$ cat config.mk
export PLATFORM = sky130hd
export DESIGN_NAME = fasm_bus_initiator
export DESIGN_NICKNAME = d
export VERILOG_FILES = /design/src/rtl/fasm_init_pkg.sv /design/src/rtl/fasm_cmd_fifo.sv /design/src/rtl/fasm_bus_initiator.sv
export SDC_FILE = /design/constraint.sdc
export NUM_CORES = 1
export LEC_CHECK = 0
export ABC_AREA = 0
export CORE_MARGIN = 5
export CORE_UTILIZATION = 50
export CTS_BUF_LIST = sky130_fd_sc_hd__clkbuf_16
export CTS_CLUSTER_SIZE = 16
export DETAILED_ROUTE_END_ITERATION = 8
export PLACE_DENSITY = 0.77
export SLEW_MARGIN = 10
export SYNTH_ARGS = -nofsm -noshare
export SYNTH_HDL_FRONTEND = slang
export SYNTH_SLANG_ARGS = --single-unit
$ cat constraint.sdc
create_clock -name clk -period 2.72 [get_ports clk]
set_clock_uncertainty 0.1 [all_clocks]
set_input_delay 0.272 -clock clk [delete_from_list [all_inputs] [get_ports clk]]
set_output_delay 0.272 -clock clk [all_outputs]
set_load 0.005 [all_outputs]
$ cat src/rtl/fasm_init_pkg.sv
// Shared types for the FASM bus initiator: data width, FSM states and queued command.
package fasm_init_pkg;

  localparam int DATA_WIDTH = 16;

  typedef enum logic [1:0] {
    IDLE = 2'd0,
    BUS  = 2'd1,
    RESP = 2'd2
  } state_e;

  typedef struct packed {
    logic                  we;
    logic [DATA_WIDTH-1:0] addr;
    logic [DATA_WIDTH-1:0] data;
  } cmd_t;

  // Counter width able to hold values 0..max_val, never narrower than one bit.
  function automatic int cnt_width(input int max_val);
    return (max_val > 1) ? $clog2(max_val + 1) : 1;
  endfunction

endpackage

$ cat src/rtl/fasm_cmd_fifo.sv
// Synchronous command queue, FIFO_DEPTH x cmd_t, first-word-fall-through head.
// The head is read combinationally so the FSM can pop and load the bus in one edge;
// the queue is tiny, so the storage maps to LUT RAM rather than block RAM.
module fasm_cmd_fifo
  import fasm_init_pkg::*;
#(
  parameter int FIFO_DEPTH = 4
) (
  input  logic clk,
  input  logic reset,
  input  logic push_i,
  input  cmd_t push_data_i,
  input  logic pop_i,
  output cmd_t head_o,
  output logic full_o,
  output logic empty_o
);

  localparam int AW = $clog2(FIFO_DEPTH);

  cmd_t          mem_q [FIFO_DEPTH];
  logic [AW:0]   wr_ptr_q;
  logic [AW:0]   rd_ptr_q;

  // Pointer update; the extra MSB distinguishes full from empty.
  always_ff @(posedge clk) begin
    if (reset) begin
      wr_ptr_q <= '0;
      rd_ptr_q <= '0;
    end else begin
      if (push_i) wr_ptr_q <= wr_ptr_q + 1'b1;
      if (pop_i)  rd_ptr_q <= rd_ptr_q + 1'b1;
    end
  end

  // Storage write; contents need no reset since the pointers define validity.
  always_ff @(posedge clk) begin
    if (push_i) mem_q[wr_ptr_q[AW-1:0]] <= push_data_i;
  end

  assign head_o  = mem_q[rd_ptr_q[AW-1:0]];
  assign empty_o = (wr_ptr_q == rd_ptr_q);
  assign full_o  = (wr_ptr_q[AW] != rd_ptr_q[AW]) &&
                   (wr_ptr_q[AW-1:0] == rd_ptr_q[AW-1:0]);

endmodule

$ cat src/rtl/fasm_bus_initiator.sv
// FASM register-bus initiator: queues commands, runs one stb/ack transaction at a time
// and returns read data, write completion or an ack-timeout error.
// Optional feature macro: DEBUG_HEARTBEAT_EN (periodic heartbeat write, sticky hb_fail).
module fasm_bus_initiator
  import fasm_init_pkg::*;
#(
  parameter int                    FIFO_DEPTH       = 4,
  parameter int                    ACK_TIMEOUT      = 255,
  parameter logic [DATA_WIDTH-1:0] HEARTBEAT_ADDR   = '0,
  parameter int                    HEARTBEAT_PERIOD = 65536
) (
  input  logic                  clk,
  input  logic                  reset,
  input  logic                  cmd_valid,
  output logic                  cmd_ready,
  input  logic                  cmd_we,
  input  logic [DATA_WIDTH-1:0] cmd_addr,
  input  logic [DATA_WIDTH-1:0] cmd_data,
  output logic                  rsp_valid,
  output logic [DATA_WIDTH-1:0] rsp_data,
  output logic                  rsp_err,
  output logic                  stb_o,
  output logic                  we_o,
  output logic [DATA_WIDTH-1:0] adr_wr_o,
  output logic [DATA_WIDTH-1:0] adr_rd_o,
  output logic [DATA_WIDTH-1:0] dat_o,
  input  logic [DATA_WIDTH-1:0] dat_i,
  input  logic                  ack_i,
  output logic                  busy,
  output logic                  hb_fail
);

  localparam int            TW       = cnt_width(ACK_TIMEOUT);
  localparam logic [TW-1:0] TO_LIMIT = TW'(ACK_TIMEOUT);

  state_e        state_q;
  logic [TW-1:0] to_cnt_q;
  logic [TW-1:0] to_cnt_d;
  logic          to_expire;

  cmd_t          push_cmd;
  cmd_t          head_cmd;
  logic          fifo_push;
  logic          fifo_pop;
  logic          fifo_full;
  logic          fifo_empty;

  logic          hb_issue;
  logic          rsp_suppress;

  assign push_cmd   = '{we: cmd_we, addr: cmd_addr, data: cmd_data};
  assign cmd_ready  = !fifo_full;
  assign fifo_push  = cmd_valid && cmd_ready;
  assign fifo_pop   = (state_q == IDLE) && !hb_issue && !fifo_empty;
  assign busy       = (state_q != IDLE) || !fifo_empty;

  assign to_cnt_d   = to_cnt_q + 1'b1;
  // A zero limit disables the timeout entirely.
  assign to_expire  = (ACK_TIMEOUT != 0) && (to_cnt_d == TO_LIMIT);

  fasm_cmd_fifo #(
    .FIFO_DEPTH (FIFO_DEPTH)
  ) u_cmd_fifo (
    .clk         (clk),
    .reset       (reset),
    .push_i      (fifo_push),
    .push_data_i (push_cmd),
    .pop_i       (fifo_pop),
    .head_o      (head_cmd),
    .full_o      (fifo_full),
    .empty_o     (fifo_empty)
  );

`ifdef DEBUG_HEARTBEAT_EN
  localparam int            HW      = cnt_width(HEARTBEAT_PERIOD - 1);
  localparam logic [HW-1:0] HB_LAST = HW'(HEARTBEAT_PERIOD - 1);

  logic [HW-1:0] hb_cnt_q;
  logic          hb_wrap;
  logic          hb_pending_q;
  logic          hb_active_q;
  logic          hb_fail_q;

  assign hb_wrap      = (hb_cnt_q == HB_LAST);
  assign hb_issue     = (state_q == IDLE) && hb_pending_q;
  assign rsp_suppress = hb_active_q;
  assign hb_fail      = hb_fail_q;

  // Free-running heartbeat period counter.
  always_ff @(posedge clk) begin
    if (reset)        hb_cnt_q <= '0;
    else if (hb_wrap) hb_cnt_q <= '0;
    else              hb_cnt_q <= hb_cnt_q + 1'b1;
  end

  // Single pending kick: a wrap while already pending merges into the same kick.
  always_ff @(posedge clk) begin
    if (reset)         hb_pending_q <= 1'b0;
    else if (hb_wrap)  hb_pending_q <= 1'b1;
    else if (hb_issue) hb_pending_q <= 1'b0;
  end

  // Marks the in-flight transaction as a heartbeat so its response is swallowed.
  always_ff @(posedge clk) begin
    if (reset)         hb_active_q <= 1'b0;
    else if (hb_issue) hb_active_q <= 1'b1;
    else if (fifo_pop) hb_active_q <= 1'b0;
  end

  // Sticky failure flag when a heartbeat kick is never acknowledged.
  always_ff @(posedge clk) begin
    if (reset)
      hb_fail_q <= 1'b0;
    else if ((state_q == BUS) && !ack_i && to_expire && hb_active_q)
      hb_fail_q <= 1'b1;
  end
`else
  logic unused_hb_cfg;

  assign hb_issue      = 1'b0;
  assign rsp_suppress  = 1'b0;
  assign hb_fail       = 1'b0;
  assign unused_hb_cfg = ^{HEARTBEAT_ADDR, HEARTBEAT_PERIOD};
`endif

  // Transaction FSM with registered bus and response outputs.
  always_ff @(posedge clk) begin
    if (reset) begin
      state_q   <= IDLE;
      to_cnt_q  <= '0;
      stb_o     <= 1'b0;
      we_o      <= 1'b0;
      adr_wr_o  <= '0;
      adr_rd_o  <= '0;
      dat_o     <= '0;
      rsp_valid <= 1'b0;
      rsp_data  <= '0;
      rsp_err   <= 1'b0;
    end else begin
      unique case (state_q)
        IDLE: begin
          if (hb_issue) begin
            we_o     <= 1'b1;
            adr_wr_o <= HEARTBEAT_ADDR;
            adr_rd_o <= HEARTBEAT_ADDR;
            dat_o    <= '0;
            stb_o    <= 1'b1;
            to_cnt_q <= '0;
            state_q  <= BUS;
          end else if (!fifo_empty) begin
            we_o     <= head_cmd.we;
            adr_wr_o <= head_cmd.addr;
            adr_rd_o <= head_cmd.addr;
            dat_o    <= head_cmd.we ? head_cmd.data : '0;
            stb_o    <= 1'b1;
            to_cnt_q <= '0;
            state_q  <= BUS;
          end
        end
        BUS: begin
          if (ack_i) begin
            stb_o     <= 1'b0;
            rsp_valid <= !rsp_suppress;
            rsp_data  <= we_o ? '0 : dat_i;
            rsp_err   <= 1'b0;
            state_q   <= RESP;
          end else begin
            to_cnt_q <= to_cnt_d;
            if (to_expire) begin
              stb_o     <= 1'b0;
              rsp_valid <= !rsp_suppress;
              rsp_data  <= '0;
              rsp_err   <= 1'b1;
              state_q   <= RESP;
            end
          end
        end
        RESP: begin
          rsp_valid <= 1'b0;
          rsp_data  <= '0;
          rsp_err   <= 1'b0;
          state_q   <= IDLE;
        end
        default: state_q <= IDLE;
      endcase
    end
  end

endmodule
==> impl_results.md, run 1 <==
- Status: complete, no violations
- CP Capture Type: primary output
- Worst reg2reg setup slack: 550 ps
- Max incr delay on CP: 500 ps
- Synth Area in Compound Gates: 6.81%
- Die outline height: 137 um
- Final Hold Viols: 0
- Most frequent cell after synthesis: edfxtp_1
- Slew Viols, Final: 0
- Synthesized net count: 636
- Root buf cell: clkbuf_16
- Total CTS buffers: 22
- Detail Placement HPWL: 11200 um
- Die width: 137 um
- Worst r2r src: to_cnt_q[0]
- Hold path start: reset
- Vias in the first global route: 5399
- R2R depth: 6
- Cell Area, Synth: 8010 um^2
- Worst Path Arrival: 2040 ps
- Total grt overflow: 0
- CP delay by family, top: buffers and inverters
- Clk sinks: 202
- Post-layout nets: 746
- Worst path slowest cell: clkdlybuf4s50_1
- Commonest cells post-synth: edfxtp_1 (132), nand2_1 (74), dfxtp_1 (70), a21oi_1 (43), nand3_1 (36)
- Sequential element share of the synthesized area: 67.0%
- Top cell type's share of synthesized area: 49.5%
- Syn Inst Count: 576
- Peak supply drop: 0.720 mV
- Setup CP Type: reg2out
- Buf+Inv Stages, Crit Path: 1
- Final Setup Violations: 0
- Clock H-tree levels: 1
- Initial antenna violation count: 0
- Pwr/cell area: 978 nW/um^2
- Via count: 5133
- Crit path cell chain: xnor2_1 -> nand4_1 -> clkdlybuf4s50_1
- Worst-path clk slew: 60 ps
- DP Worst Slack: 573 ps
- Yosys top cell by area: edfxtp_1
- FFs w/ async S/R, synth: 0%
- Starting Density: 50.8%
- IO Port Bufs: 122
- Period Utilization, post-route: 88.8%
- CTS tree: done
- Area contributors post-synth: edfxtp_1 (50%), dfxtp_1 (18%), mux4_2 (9.3%), nand2_1 (3.5%), a21oi_1 (2.7%)
- Worst Hold Path EP: u_cmd_fifo.rd_ptr_q[2]
- Die ar.: 18600 um^2
- Mux contribution to synthesized area: 9.28%
- Final WS setup: 304 ps
- Routability cong.: 0.795
- Max Cap Viol: 0
- Yosys Warn Count: 0
- Slew headroom: 44.2%
- Worst setup path startpoint: u_cmd_fifo.wr_ptr_q[0]
- Clock Path Buffers: 3
- Crit path time final: 2420 ps
- Pin count of the biggest net entering global routing: 40
- Clock Latency Late Sink: 490 ps
- Number of synthesized register bits: 202
- Simple-gate share of the synthesized area: 10.6%
- Synth cell types: 43
- PostCTS Resize Cnt: 0
- CP Max Fanout: 5
- Row count: 46
- Avg Cell Area, Syn: 13.9 um^2
- Routed Antenna Nets: 0
- Adder-Cell Fraction of Synth Area: 1.09%
- Crit path required time: 2350 ps
- Startpoint Class: register
- P_leak: 3.42 nW
- Worst hold path class: in2reg
- WL per Instance: 19.5 um
- R2r endpoint: rsp_data[7]
- Main combinational cell family by area after synthesis: simple AND/OR/NAND/NOR gates
- Via density: 5.59
- Post-route cell area: 10200 um^2
- RSZ-0062 raised after global routing: false
- Max Clock Freq: 414 MHz
- Final cell count without fillers: 918
- Diode count: 0
- CTS hold repair buffers: 0
- # placed instances: 878
- Area delta synth->final: 27.6%
- EDFF count, synth: 132
- DRC viols: 0
- Layout cell share with drive strength beyond 1: 13.7%
- Io pins: 124
- Pre-Repair DR Iteration Count: 5
- Setup TNS: 0 ps
- Dpl cell area: 9430 um^2
- WHS Path Cells: 2
- Global-route wire length before repair: 28600 um
- Worst slew pin tran: 832 ps
- Detailed Route WL: 17900 um
- Post-CTS Setup Bufs: 0
- Core area: 15800 um^2
- All-layer global routing usage: 19.5%
- Synth Area in XOR/XNOR: 1.31%
- Initial DRC Count: 298
- Top_reg_cell synth: edfxtp_1
layout make-up:
class                           instances  area (um^2)
Multi-Input combinational cell        318         2370
Inverter                                5         18.8
Fill cell                            1146         5550
Clock inverter                         17          210
Clock buffer                           23          576
Tap cell                              216          270
Timing Repair Buffer                  137         1400
Sequential cell                       202         5370
sequential cells by signal, indices dropped and copies added (netlist names), named ones only:
name and flops:
adr_rd_o 16, dat_o 16, rsp_data 16, rsp_err 1, rsp_valid 1, state_q 2
stb_o 1, to_cnt_q 8, u_cmd_fifo.mem_q 132, u_cmd_fifo.rd_ptr_q 3, u_cmd_fifo.wr_ptr_q 3, we_o 1
layer usage:
layer	wire length, um	track usage (%)	vias to the layer above
met5	0	0	-
met4	321	5.71	0
met3	1290	3.53	25
met2	9350	34.8	197
met1	6960	24.2	2557
li1	-	-	2354
cells in the final DEF (no fill, tap or decap), drive strengths merged, types with 21 or more instances in the layout:
cell type / n
edfxtp: 132
clkdlybuf4s50: 121
nand2: 74
dfxtp: 70
a21oi: 44
nand3: 36
mux4: 33
nor2: 23
clkbuf: 23
o21ai: 21
cells by family after synthesis:
kind of cell / Yosys count
AOI/OAI and AO/OA: 91
xor gates and xnor gates: 12
adders and majority gates: 7
buffers and inverters: 56
DFF: 202
muxes: 33
other: 1
and+or+nand+nor: 174
power by group:
group	leakage [nW]	switching, mW	internal (mW)	total (mW)
sequential	1.78	0.336	3.73	4.06
clock	0.391	1.15	2.01	3.16
combinational	1.25	1.28	1.50	2.78
per-stage QoR:
| step | total power, mW | hold WS, ps | util (%) |
|---|---|---|---|
| floorplan | 5.57 | 271 | - |
| global placement | 6.80 | 346 | 59.8 |
| detailed placement | 6.90 | 353 | 59.8 |
| CTS | 10.1 | 89.7 | 64.8 |
| global route | 10.5 | 101 | 64.8 |
| finish | 10.0 | 98.5 | 64.8 |
worst max path at each step:
stage	endpoint	slack, ps	cells after the start
6_report	busy	300	3
5_1_grt	busy	200	3
4_1_cts	busy	290	3
3_5_place_dp	u_cmd_fifo.wr_ptr_q[2]	570	7
3_3_place_gp	rsp_data[12]	580	5
2_1_floorplan	u_cmd_fifo.mem_q[3][0]	380	3
worst reg2reg max path: cells and delay by family (launching register included):
kind / cells / cell delay (ps)
AOI/OAI and AO/OA: 1 / 270
adders and majority gates: 1 / 300
buffers and inverters: 1 / 110
DFF: 1 / 430
and+or+nand+nor: 3 / 840
Note: power is estimated with default switching activity, not from simulation.
==> inputs of run 2 (changes only) <==
--- a/config.mk
+++ b/config.mk
@@ -9,9 +9,11 @@
 export CORE_MARGIN = 5
 export CORE_UTILIZATION = 50
 export CTS_BUF_LIST = sky130_fd_sc_hd__clkbuf_16
+export CTS_CLUSTER_DIAMETER = 40
 export CTS_CLUSTER_SIZE = 16
 export DETAILED_ROUTE_END_ITERATION = 8
 export PLACE_DENSITY = 0.77
+export SKIP_LAST_GASP = 1
 export SLEW_MARGIN = 10
 export SYNTH_ARGS = -nofsm -noshare
 export SYNTH_HDL_FRONTEND = slang
==> run 2 against run 1 <==
  * Wire length shrank 0.20%
  * Global-route usage grew 0.072 points
  * Sequential power is essentially flat
  * Critical path type unchanged
  * Power grew 1.3%
  * Die area is the same
  * Largest power group unchanged
  * Non-clock buffer count is the same
==> impl_results.md, run 2 (synthesis gave the netlist of run 1 again) <==
- Status: complete, no violations
- Startpoint Class: register
- Root buf cell: clkbuf_16
- Starting Density: 50.8%
- PostCTS Resize Cnt: 0
- Footprint of the multi-input gates: 2370 um^2
- Worst path slowest cell: clkdlybuf4s50_1
- CTS hold repair buffers: 0
- Initial DRC Count: 314
- Worst Path Arrival: 2040 ps
- Final cell count without fillers: 922
- Clock H-tree levels: 1
- Final Setup Violations: 0
- Row count: 46
- Met1 usage: 24.5%
- IO Port Bufs: 122
- Pre-Repair DR Iteration Count: 5
- Clock Latency Late Sink: 510 ps
- CP Max Fanout: 5
- Worst reg2reg setup slack: 540 ps
- Diode count: 0
- Die width: 137 um
- Max Cap Viol: 0
- Die outline height: 137 um
- Max Clock Freq: 415 MHz
- Initial antenna violation count: 0
- Total CTS buffers: 25
- Post-layout nets: 749
- Flop pwr share: 40.2%
- WL per Instance: 19.4 um
- Pwr/cell area: 986 nW/um^2
- Clk sinks: 202
- P_sw: 2.90 mW
- Crit path required time: 2350 ps
- Peak supply drop: 0.715 mV
- Worst hold path class: in2reg
- Setup TNS: 0 ps
- # fillers: 1124
- Clock Path Buffers: 3
- CTS tree: done
- Max incr delay on CP: 490 ps
- Core area: 15800 um^2
- Storage cell area: 5370 um^2
- Crit path time final: 2410 ps
- Via density: 5.62
- P_leak: 3.45 nW
- Sw Share: 28.7%
- Most common cell after layout, fill and taps aside: edfxtp_1
- # placed instances: 878
- Die ar.: 18600 um^2
- Worst-path clk slew: 60 ps
- Setup CP Type: reg2out
- Max reg flops: 132
- Period Utilization, post-route: 88.7%
- RSZ-0062 raised after global routing: false
- Total grt overflow: 0
- DRC viols: 0
- Worst slew pin tran: 843 ps
- Gr busiest metal: met2
- Post-CTS Setup Bufs: 0
- Vias in the first global route: 5353
- Met2 usage: 35.0%
- Via count: 5186
- Crit path cell chain: xnor2_1 -> nand4_1 -> clkdlybuf4s50_1
- Internal: 7.22 mW
- Clock Power Share: 32.5%
- Io pins: 124
- Routed Antenna Nets: 0
- Final Hold Viols: 0
- Global-route wire length before repair: 28600 um
- Pin count of the biggest net entering global routing: 40
- All-layer global routing usage: 19.6%
- Detailed Route WL: 17900 um
- Slew Viols, Final: 0
- Detail Placement HPWL: 11200 um
- Met3 Use GR: 3.82%
- CP Capture Type: primary output
- Slew headroom: 43.5%
- Share of total power in combinational logic: 27.4%
- Most frequent cells in the layout: edfxtp_1 (132), clkdlybuf4s50_1 (121), nand2_1 (74), dfxtp_1 (69), a21oi_1 (43)
- Layout cell share with drive strength beyond 1: 14.9%
- Area delta synth->final: 28.3%
- Routability cong.: 0.795
==> run 2: changes by cell type in the layout (fill, tap and decap cells not counted), sizes merged <==
| cell | before | now |
|---|---|---|
| clkbuf | 23 | 25 |
| clkinv | 7 | 4 |
| bufinv | 5 | 3 |
| inv | 9 | 16 |
==> run 2: cell type report <==
| class | instances | share of cell area (%) |
|---|---|---|
| Clock buffer | 25 | 6.09 |
| Clock inverter | 19 | 2.05 |
| Inverter | 5 | 0.183 |
| Multi-Input combinational cell | 318 | 23.1 |
| Sequential cell | 202 | 52.3 |
| Tap cell | 216 | 2.63 |
| Timing Repair Buffer | 137 | 13.7 |
==> run 2: power by group through the flow <==
stage | logic, mW | clock network (mW) | registers (mW)
final | 2.77 | 3.29 | 4.07
after global routing | 3.02 | 3.48 | 4.13
after global placement | 2.72 | 0 | 4.08
after floorplan | 1.54 | 0 | 4.04
after detailed placement | 2.78 | 0 | 4.12
after CTS | 2.81 | 3.35 | 4.07
==> run 2: path summary, 6_finish.rpt <==
path                           from                     end  cells past startpoint
max          u_cmd_fifo.wr_ptr_q[0]                    busy                      3
min                           reset  u_cmd_fifo.wr_ptr_q[2]                      2
max reg2reg             to_cnt_q[0]             rsp_data[7]                      6
min reg2reg                dat_o[2]                dat_o[2]                      2
==> run 2: worst max-delay path, delay by kind of cell (launching register included) <==
kind	cells	cell delay, ps
simple gates	1	220
flops	1	360
xor+xnor	1	460
buf+inv	1	490
==> run 2: through the flow <==
stage                     hold slack (ps)  total power [mW]  cell area (um^2)  setup slack (ps)  utilization [%]
final                                62.9              10.1             10300               308             65.1
after CTS                            52.0              10.2             10300               292             65.1
after detailed placement              353              6.90              9430               573             59.8
after global routing                 64.1              10.6             10300               211             65.1
after floorplan                       271              5.57              8010               384                -
after global placement                346              6.80              9430               585             59.8
==> run 2: layer usage <==
layer,wire length (um),vias to the layer above
met5,0,-
met4,373,0
met3,1350,33
met2,9390,217
met1,6770,2570
li1,-,2366
==> RTL change 1 (settings of run 1) <==
Build with the macro `DEBUG_HEARTBEAT_EN` defined.
--- a/src/rtl/fasm_bus_initiator.sv
+++ b/src/rtl/fasm_bus_initiator.sv
@@ -3,2 +3,4 @@
 // Optional feature macro: DEBUG_HEARTBEAT_EN (periodic heartbeat write, sticky hb_fail).
+`define DEBUG_HEARTBEAT_EN
+
 module fasm_bus_initiator
Formal check against the unedited RTL: same outputs for any inputs over 4 cycles, from zero or initial values and one cycle with reset high; that may be too few to reach the edited logic, so the function may still have changed.
==> RTL change 1 against run 1 <==
Setup slack got worse by 190 ps. Critical path type unchanged. Area after synthesis rose by 9.7%. Hold slack improved by 130 ps. Sequential share of layout area rose by 0.083 points. Cell count rose by 8.0%. Core utilization fell by 1.4 points. Power fell by 3.0%. Sequential cell count rose by 19. Count of clock-buffer cells in the layout rose by 1. Wire length rose by 2.3%. Combinational power fell by 10%. Cell area rose by 6.9%. Largest cell class unchanged.
==> RTL change 1: results (changes against run 1) <==
.. list-table::
   :header-rows: 1

   * - Metric
     - Value
   * - Vias
     - 5573 (+8.6%)
   * - Launching point of the worst reg2reg path
     - u_cmd_fifo.wr_ptr_q[0]$_SDFFE_PP0P_
   * - Overall global routing resource usage
     - 0.182 (-0.0131)
   * - Detailed Place HPWL
     - 11.8 mm (+5.5%)
   * - Synthesized netlist net count
     - 701 (+10%)
   * - Fraction of final layout cells with drive strength greater than 1
     - 0.124 (-0.0127)
   * - Placed instance count
     - 950 (+8.2%)
   * - Count of cells along the worst hold path
     - 3 (+1)
   * - Worst Setup Slack post-DPL
     - 362 ps (-210 ps)
   * - Worst reg2reg endpoint
     - u_cmd_fifo.mem_q[3][7]$_DFFE_PP_
   * - Global placement routability congestion
     - 0.821 (+3.3%)
   * - Number of global-route vias before repair
     - 5751 (+6.5%)
   * - Total detailed-routing wirelength
     - 18.3 mm (+2.3%)
   * - Library cells used by synthesis
     - 52 (+21%)
   * - Final nets
     - 811 (+8.7%)
   * - Status
     - completed
   * - Starting DRC count in detailed routing
     - 366 (+23%)
   * - Data arrival time of the worst path
     - 2230 ps (+190 ps)
   * - Via-to-Cell Ratio
     - 5.62 (+0.57%)
   * - Hold Crit Start
     - dat_i[4]
   * - Count of input and output buffers
     - 123 (+0.82%)
   * - Global-route wire length before repair
     - 29.9 mm (+4.5%)
   * - Synthesized area per cell
     - 13.7 um^2 (-1.3%)
   * - Synth top cells by count
     - sky130_fd_sc_hd__edfxtp_1 (132), sky130_fd_sc_hd__dfxtp_1 (89), sky130_fd_sc_hd__nand2_1 (76)
   * - Clock buffer count from CTS
     - 23 (+4.5%)
   * - Pin count of the biggest net entering global routing
     - 34 (-15%)
   * - Biggest area contributors in the synthesized netlist
     - sky130_fd_sc_hd__edfxtp_1 (45%), sky130_fd_sc_hd__dfxtp_1 (20%), sky130_fd_sc_hd__mux4_2 (8.5%)
   * - Sequential area share after synthesis
     - 0.654 (-0.0159)
   * - R2r worst-path depth
     - 4 (-2)
   * - Worst VDD drop
     - 0.682 mV (-5.3%)
-- RTL change 1: cell count changes after synthesis, sizes merged, moves of 15 or more --
cell	before	now
dfxtp	70	89
nand3b	0	19
o211ai	0	16
nand3	36	11
o2bb2ai	0	17
a21oi	44	29
inv	5	21
nor3b	16	0
-- RTL change 1: how the worst max path moves through the flow --
stage / start / end / slack [ps] / cells past startpoint
finish: u_cmd_fifo.rd_ptr_q[2]$_SDFFE_PP0P_ / busy / 120 / 4
CTS: u_cmd_fifo.wr_ptr_q[0]$_SDFFE_PP0P_ / busy / 30 / 4
global placement: u_cmd_fifo.wr_ptr_q[0]$_SDFFE_PP0P_ / u_cmd_fifo.mem_q[3][7]$_DFFE_PP_ / 440 / 4
global route: u_cmd_fifo.rd_ptr_q[2]$_SDFFE_PP0P_ / busy / 20 / 4
floorplan: u_cmd_fifo.wr_ptr_q[0]$_SDFFE_PP0P_ / u_cmd_fifo.mem_q[3][0]$_DFFE_PP_ / 340 / 3
detailed placement: reset / rsp_data[14]$_SDFFE_PP0P_ / 360 / 4
-- RTL change 1: cell type report --
type / instances / area (um^2)
Sequential cell: 221 / 5750
Tap cell: 225 / 282
Multi-Input combinational cell: 346 / 2720
Inverter: 22 / 82.6
Clock buffer: 24 / 601
Fill cell: 1225 / 6310
Timing Repair Buffer: 136 / 1380
Clock inverter: 17 / 118
-- RTL change 1: metal layers --
layer  global-route usage  share of wire
met2                0.314           0.49
met5                    0              0
met3               0.0313          0.069
met1                0.244           0.42
met4               0.0380          0.016
-- RTL change 1: report_power, final --
part           switching [mW]  internal, mW  total, mW
registers               0.302          3.95       4.25
clock network            1.25          1.70       2.95
logic                    1.19          1.30       2.50
-- RTL change 1: kinds of logic after synthesis --
kind of cell               count (synthesis)  synth area share
DFF                                      221             0.654
adders and majority gates                  8            0.0114
muxes                                     34            0.0858
AOI/OAI and AO/OA                        103            0.0836
xor gates and xnor gates                  21            0.0209
buffers and inverters                     73            0.0410
and+or+nand+nor                          180             0.103
-- RTL change 1: critical path, stage by stage, from the launching register on --
cell,delay [ps]
sky130_fd_sc_hd__dfxtp_1,400
sky130_fd_sc_hd__xor2_1,510
sky130_fd_sc_hd__nor3_2,150
sky130_fd_sc_hd__nand2_1,140
sky130_fd_sc_hd__clkdlybuf4s50_1,520
==> RTL change 2 (config.mk and constraints of run 1) <==
Made on the original files. The 3 states of `state_e` get a one-hot encoding in 3 bits.
--- a/src/rtl/fasm_init_pkg.sv
+++ b/src/rtl/fasm_init_pkg.sv
@@ -5,6 +5,6 @@
 
-  typedef enum logic [1:0] {
-    IDLE = 2'd0,
-    BUS  = 2'd1,
-    RESP = 2'd2
+  typedef enum logic [2:0] {
+    IDLE = 3'b001,
+    BUS  = 3'b010,
+    RESP = 3'b100
   } state_e;
Check against the original RTL: same outputs for any inputs over 4 cycles, from zero or initial values and one cycle with reset high; so few cycles prove little.
==> RTL change 2 against run 1 <==
Wire length is 10% lower. Highest routed layer unchanged. Cell area is 4.5% lower. Global-route usage is 2.0 points lower. Setup slack got worse by 230 ps. Non-clock buffer count down 2. Power is 13% lower. Sequential share of layout area grew 2.7 points. Area after synthesis decreased by 3.1%. Sequential cell count grew 1.
==> RTL change 2: results (changes against run 1) <==
.. list-table::
   :header-rows: 1

   * - Metric
     - Value
   * - Status
     - completed
   * - Data arrival time of the worst path
     - 2270 ps (+230 ps)
   * - Fraction of the mapped netlist area in adder cells
     - 0.0113 (+0.000351)
   * - Internal power of the cells
     - 6.23 mW (-14%)
   * - Vias
     - 4676 (-8.9%)
   * - Max-slew headroom
     - 0.179 (-0.263)
   * - Pin count of the biggest net entering global routing
     - 43 (+7.5%)
   * - Multi-input comb cells
     - 263 (-17%)
   * - Detailed Place HPWL
     - 10.2 mm (-8.7%)
   * - Placed instance count
     - 797 (-9.2%)
   * - Global-route wire length before repair
     - 25.2 mm (-12%)
   * - First-pass detailed-route iteration total
     - 4 (-1)
   * - Final nets
     - 692 (-7.2%)
   * - Area taken by flip-flops and latches
     - 5390 um^2 (+0.40%)
   * - Worst reg2reg setup slack
     - 490 ps (-60 ps)
   * - Category of cells accounting for the largest share of critical-path delay
     - simple AND/OR/NAND/NOR gates
   * - Proportion of final cell area spent on non-clock buffers
     - 0.140 (+0.00238)
   * - Multiplexer area fraction after synthesis
     - 0.0958 (+0.00298)
   * - Non-clock buffers
     - 135 (-1.5%)
   * - Worst VDD drop
     - 0.646 mV (-10%)
   * - R2r worst-path depth
     - 3 (-3)
   * - Total routed wire length on the met1 layer
     - 6.85 mm (-1.5%)
   * - Post-synthesis cell count
     - 520 (-9.7%)
   * - Wire length on met3
     - 870 um (-33%)
   * - Biggest area contributors in the synthesized netlist
     - sky130_fd_sc_hd__edfxtp_1 (51%), sky130_fd_sc_hd__dfxtp_1 (18%), sky130_fd_sc_hd__mux4_2 (9.6%)
   * - Maximum fanout count along the critical path
     - 6 (+1)
   * - Clock group power
     - 2.50 mW (-21%)
   * - Overall global routing resource usage
     - 0.175 (-0.0199)
   * - Sequential Power Share
     - 0.449 (+0.042)
   * - Fraction of final layout cells with drive strength greater than 1
     - 0.148 (+0.0116)
   * - Launching point of the worst reg2reg path
     - state_q[1]$_SDFFE_PP0P_
==> RTL change 2: changes by cell type after synthesis, sizes merged, moves of 4 or more <==
cell	delta
a22oi	-16
a32o	+16
nand2	-16
nor3b	-16
nand3	-15
o21ai	-9
buf	-7
a31oi	+4
==> RTL change 2: worst max-delay path by stage <==
stage | from | end | slack, ps | cells past startpoint
3_5_place_dp | ack_i | rsp_data[15]$_SDFFE_PP0P_ | 300 | 3
2_1_floorplan | u_cmd_fifo.wr_ptr_q[0]$_SDFFE_PP0P_ | u_cmd_fifo.mem_q[3][0]$_DFFE_PP_ | 400 | 3
5_1_grt | state_q[0]$_SDFFE_PP1P_ | busy | 20 | 3
6_report | state_q[0]$_SDFFE_PP1P_ | busy | 70 | 3
3_3_place_gp | ack_i | rsp_data[15]$_SDFFE_PP0P_ | 490 | 3
4_1_cts | u_cmd_fifo.wr_ptr_q[0]$_SDFFE_PP0P_ | busy | 20 | 4
==> RTL change 2: metal layers <==
| layer | track usage | vias to the layer above |
|---|---|---|
| li1 | - | 2174 |
| met1 | 0.227 | 2330 |
| met2 | 0.309 | 150 |
| met3 | 0.0317 | 22 |
| met4 | 0.0385 | 0 |
| met5 | 0 | - |
==> RTL change 2: stage by stage <==
step | area [um^2] | utilization | total power [mW] | setup slack [ps] | hold slack (ps)
after floorplan | 7760 | - | 5.15 | 402 | 271
after global placement | 9140 | 0.601 | 6.15 | 485 | 334
after detailed placement | 9140 | 0.601 | 6.23 | 301 | 355
after CTS | 9740 | 0.641 | 8.76 | 18.1 | 64.2
after global routing | 9760 | 0.642 | 9.11 | 15.5 | 80.3
final | 9760 | 0.642 | 8.66 | 74.5 | 70.6
